[config.mk]
export PLATFORM = sky130hd
export DESIGN_NAME = alu_pipe
export DESIGN_NICKNAME = d
export VERILOG_FILES = /design/src/rtl/alu_pkg.sv /design/src/rtl/alu_pipe_core.sv /design/src/rtl/alu_pipe.sv
export SDC_FILE = /design/constraint.sdc
export NUM_CORES = 1
export LEC_CHECK = 0
export CAP_MARGIN = 10
export CORE_MARGIN = 1
export CORE_UTILIZATION = 45
export DETAILED_ROUTE_END_ITERATION = 8
export PLACE_DENSITY = 0.73
export SLEW_MARGIN = 30
export SYNTH_ARGS = -nofsm -noshare
export SYNTH_HDL_FRONTEND = slang
export SYNTH_SLANG_ARGS = --single-unit
[constraint.sdc]
create_clock -name clk -period 4.1 [get_ports clk]
set_clock_uncertainty 0.2 [all_clocks]
set_input_delay 1.025 -clock clk [delete_from_list [all_inputs] [get_ports clk]]
set_output_delay 1.025 -clock clk [all_outputs]
set_load 0.005 [all_outputs]
[src/rtl/alu_pkg.sv]
// rtl/alu_pkg.sv - opcode encoding and shared constants for alu_pipe
package alu_pkg;

    localparam int OPW_DEF = 3;

    localparam int unsigned OP_ADD   = 0;
    localparam int unsigned OP_INC   = 1;
    localparam int unsigned OP_NEG   = 2;
    localparam int unsigned OP_SUB   = 3;
    localparam int unsigned OP_PASSB = 4;

    // Everything above PASSB is reserved and reported through out_err.
    function automatic logic is_legal_op(input int unsigned op);
        return op <= OP_PASSB;
    endfunction

endpackage

[src/rtl/alu_pipe_core.sv]
// rtl/alu_pipe_core.sv - combinational operand select and adder shared by every alu_pipe opcode
module alu_pipe_core
    import alu_pkg::*;
#(
    parameter int WIDTH = 32,
    parameter int OPW   = OPW_DEF
) (
    input  logic [OPW-1:0]   op,
    input  logic [WIDTH-1:0] a,
    input  logic [WIDTH-1:0] b,
    output logic [WIDTH-1:0] sum,
    output logic             cout,
    output logic             cin_msb
);

    localparam logic [OPW-1:0] C_ADD   = OPW'(OP_ADD);
    localparam logic [OPW-1:0] C_INC   = OPW'(OP_INC);
    localparam logic [OPW-1:0] C_NEG   = OPW'(OP_NEG);
    localparam logic [OPW-1:0] C_SUB   = OPW'(OP_SUB);
    localparam logic [OPW-1:0] C_PASSB = OPW'(OP_PASSB);

    logic [WIDTH-1:0] x;
    logic [WIDTH-1:0] y;
    logic             cin;
    logic [WIDTH:0]   total;

    // Every opcode is folded onto a single x + y + cin adder.
    always_comb begin
        x   = '0;
        y   = '0;
        cin = 1'b0;
        case (op)
            C_ADD: begin
                x = a;
                y = b;
            end
            C_INC: begin
                x   = a;
                cin = 1'b1;
            end
            C_NEG: begin
                x   = ~a;
                cin = 1'b1;
            end
            C_SUB: begin
                x   = a;
                y   = ~b;
                cin = 1'b1;
            end
            C_PASSB: begin
                y = b;
            end
            default: begin
                x = '0;
            end
        endcase
    end

    assign total   = {1'b0, x} + {1'b0, y} + {{WIDTH{1'b0}}, cin};
    assign sum     = total[WIDTH-1:0];
    assign cout    = total[WIDTH];
    // Carry into the MSB is recovered from the MSB sum bit and its two operands.
    assign cin_msb = x[WIDTH-1] ^ y[WIDTH-1] ^ sum[WIDTH-1];

endmodule

[src/rtl/alu_pipe.sv]
// rtl/alu_pipe.sv - two-stage valid/ready ALU with Z/N/err flags; V/C flags under ALU_PIPE_OVF_EN
module alu_pipe
    import alu_pkg::*;
#(
    parameter int WIDTH = 32,
    parameter int OPW   = OPW_DEF
) (
    input  logic             clk,
    input  logic             rst,
    input  logic             in_valid,
    output logic             in_ready,
    input  logic [OPW-1:0]   in_op,
    input  logic [WIDTH-1:0] in_a,
    input  logic [WIDTH-1:0] in_b,
    output logic             out_valid,
    input  logic             out_ready,
    output logic [WIDTH-1:0] out_res,
    output logic             out_z,
    output logic             out_n,
    output logic             out_v,
    output logic             out_c,
    output logic             out_err
);

    logic             s1_valid;
    logic [OPW-1:0]   s1_op;
    logic [WIDTH-1:0] s1_a;
    logic [WIDTH-1:0] s1_b;

    logic             s2_load;
    logic             s1_load;
    logic             legal;
    logic [WIDTH-1:0] sum;
    logic             cout;
    logic             cin_msb;
    logic [WIDTH-1:0] res_d;

    // No skid buffer: in_ready is combinational from out_ready through the S2 advance.
    assign s2_load  = !out_valid || out_ready;
    assign s1_load  = !s1_valid || s2_load;
    assign in_ready = s1_load;

    always_ff @(posedge clk) begin
        if (rst) begin
            s1_valid <= 1'b0;
        end else if (s1_load) begin
            s1_valid <= in_valid;
            if (in_valid) begin
                s1_op <= in_op;
                s1_a  <= in_a;
                s1_b  <= in_b;
            end
        end
    end

    alu_pipe_core #(
        .WIDTH (WIDTH),
        .OPW   (OPW)
    ) u_core (
        .op      (s1_op),
        .a       (s1_a),
        .b       (s1_b),
        .sum     (sum),
        .cout    (cout),
        .cin_msb (cin_msb)
    );

    assign legal = is_legal_op(32'(s1_op));
    assign res_d = legal ? sum : '0;

    always_ff @(posedge clk) begin
        if (rst) begin
            out_valid <= 1'b0;
            out_res   <= '0;
            out_z     <= 1'b1;
            out_n     <= 1'b0;
            out_err   <= 1'b0;
        end else if (s2_load) begin
            out_valid <= s1_valid;
            if (s1_valid) begin
                out_res <= res_d;
                out_z   <= (res_d == '0);
                out_n   <= res_d[WIDTH-1];
                out_err <= !legal;
            end
        end
    end

`ifdef ALU_PIPE_OVF_EN
    logic arith;

    // PASSB and reserved codes never report carry or overflow.
    assign arith = legal && (s1_op != OPW'(OP_PASSB));

    always_ff @(posedge clk) begin
        if (rst) begin
            out_v <= 1'b0;
            out_c <= 1'b0;
        end else if (s2_load && s1_valid) begin
            out_v <= arith && (cin_msb ^ cout);
            out_c <= arith && cout;
        end
    end
`else
    logic unused_carry;

    assign unused_carry = cout ^ cin_msb;
    assign out_v        = 1'b0;
    assign out_c        = 1'b0;
`endif

endmodule

==> impl_metrics.toml <==
[logic_synthesis]
synth_edf_count = 67
yosysTopAreaCell = "edfxtp_1"
ys_warn_count = 0
synthArstFlopShare_pct = 0
ys_types = 63
avgSynthCellArea_sq_um = 9.65
ys_ff_latch = 103
netlist_area_sq_um = 5890
synthTopCellsByArea = "edfxtp_1 34%, dfxtp_1 12%, xnor2_1 6.8%"
synth_top_flop_cell = "edfxtp_1"
netlist_instances = 610
ys_seq_area_share_pct = 46.4
synth_top_area_share_pct = 34.2

[worst_hold_path]
min_path_type = "reg -> reg"
hp-start = "out_res[28]$_SDFFE_PP0P_"

[status]
status = "complete, but fails checks"
violations = "negative setup slack"

[timing]
finalMaxSlewViolations = 0
setup-violations-final = 1
worstMarginPinSlew_ns = 0.772
hold_violations = 0
fin_crit_sh_pct = 104
setup_slack_ns = -0.167
fin_crit_ns = 4.27
grt_setup_unrepaired = "true"
fmax_mhz = 234
slew_headroom_pct = 48.4
hold_ws_ns = 0.254

[cells_and_area]
diodes = 0
utilization_pct = 66.8
drive_gt1_share_pct = 21.7
areaGrowthSynthToFinish_pct = 43.8
most-common-layout-cells = "111 x buf_4, 107 x clkdlybuf4s50_1, 78 x nand2_1"
nets = 917
final_common_cell = "buf_4"

[cts]
clkLatencyLatePin_ns = 0.36
root_buffer = "clkbuf_16"
cts_hold_repair.buffers = 0
clock_path_buffers = 2
tritoncts = "done"
numCtsBuffers = 9
clk_pin_slew_worst_paths_ns = 0.07
cts-htree-levels = 3
cts.sinks = 103

[grt]
grt_overflow = 0
grt_use_met3_pct = 3.53
use_met1_pct = 29.7
first_global_vias = 5268
grt_max_degree = 68
grt_util_all_layers_pct = 24.2
grt_antenna_before_repair = 0
grt_pass1_wl_um = 25100
busiest_layer = "met2"
met2_usage_pct = 43.0

[detailed_routing]
vias_per_cell = 5.28
drt_iter0_markers = 304
drtPass1Iterations = 5
vias = 5237
routedWlPerCell_um = 15.5
routed_wl_um = 15400
drtAntennaViolNets = 0
remaining_drc_errors = 0

[placed_design]
hpwl_um = 11800
dp_slack_ns = -0.294
gp_congestion = 0.880
port_buffers = 107

[worst_setup_path]
critPathMaxStageDelay_ns = 0.55
end_kind = "flop"
arrival_ns = 4.37
crit_chain = "nor2_4, xor2_1, nand2b_1, fa_2, inv_2, fa_2, a21o_1, a221oi_4, or4_4, o211ai_4, a21oi_1, xnor2_1, or4_4, o41a_1, a211oi_2, a31o_1"
cp_top_family = "simple AND/OR/NAND/NOR gates"
crit_path_top_delay_cell = "or4_4"
cp_max_fo = 4
setup.worst_path.start = "s1_op[0]$_DFFE_PP_"
critPathKind = "reg -> reg"
critPathBufInv = 1
startpoint_type = "flop"
worstReg2RegStart = "s1_op[0]$_DFFE_PP_"
critPathRequiredTime_ns = 4.20

[die]
die_x_um = 116
dieArea_sq_um = 13500
core_sq_um = 12700
std_cell_rows = 41
initial_core_util_pct = 46.5
fp.dieH_um = 116
num_io_pins = 110

[power_and_ir_drop]
total_power_mw = 2.62
p_per_area_nw_per_um2 = 309
vdd_drop_max_v = 0.000228
p_leak_nw = 3.30

[run]
cap_viol_max_count = 0
[area by class of cell]
class                      count  area [sq um]
fill                        1050          4210
timing repair buffer         224          1980
tap                          172           215
clock buffer                  11           264
multi-input combinational    466          3180
inverter                      10          37.5
clock inverter                 5          45.0
sequential                   103          2730
[sequential cells by signal (all words and copies together), names as in the netlist]
| name | cells |
|---|---|
| out_z | 1 |
| out_err | 1 |
| out_res | 32 |
| s1_b | 32 |
| out_valid | 1 |
| s1_valid | 1 |
| s1_op | 3 |
| s1_a | 32 |
[cell families after synthesis]
| kind of cell | count (synthesis) | synth area share [%] |
|---|---|---|
| buffers and inverters | 42 | 3.64 |
| xor gates and xnor gates | 55 | 8.18 |
| and+or+nand+nor | 209 | 16.0 |
| other | 1 | 0.0637 |
| DFF | 103 | 46.4 |
| muxes | 7 | 1.19 |
| adders and majority gates | 32 | 7.06 |
| AOI/OAI and AO/OA | 161 | 17.5 |
[Yosys cell counts (7+ instances only)]
master / n
a21o_1: 8
a21oi_1: 42
a22oi_1: 17
clkbuf_1: 21
dfxtp_1: 36
edfxtp_1: 67
ha_1: 30
inv_1: 10
mux2i_1: 7
nand2_1: 78
nand3_1: 9
nor2_1: 73
nor3_1: 7
o21ai_0: 47
xnor2_1: 46
xor2_1: 9
[per-layer routing]
| metal | vias to the layer above | wire, um | part of all wire, % |
|---|---|---|---|
| li1 | 2602 | - | - |
| met1 | 2468 | 6770 | 44 |
| met2 | 152 | 7700 | 50 |
| met3 | 15 | 703 | 4.6 |
| met4 | 0 | 224 | 1.5 |
| met5 | - | 0 | 0 |
[report_power, final]
part | internal [mW] | switching (mW)
Clock | 0.495 | 0.375
Sequential | 1.15 | 0.0252
Combinational | 0.301 | 0.267
[worst min-delay path, stage by stage, from the launching register on]
cell and delay, ns:
dfxtp_1 0.31, nand2_1 0.05, a21oi_1 0.05
[path summary, 6_finish.rpt]
| check | to | depth (start not counted) | slack, ns |
|---|---|---|---|
| hold reg to reg | out_res[28]$_SDFFE_PP0P_ | 2 | 0.25 |
| setup / recovery | out_z$_SDFFE_PP1P_ | 16 | -0.17 |
| hold / removal | out_res[28]$_SDFFE_PP0P_ | 2 | 0.25 |
| setup reg to reg | out_z$_SDFFE_PP1P_ | 16 | -0.17 |
[repair_timing]
item                       in CTS  in global routing
resized for setup              23                 29
setup endpoints to repair       6                  9
pin swaps                       8                 14
setup buffers                   5                  7
[stage by stage]
stage	instances	instance area, sq um	TNS (ns)
finish	991	8460	-0.167
global route	991	8460	-0.833
CTS	985	8280	-0.146
detailed placement	964	7830	-0.676
global placement	964	7830	-0.288
floorplan	611	5920	0
Power figures use the tool's default switching activity.
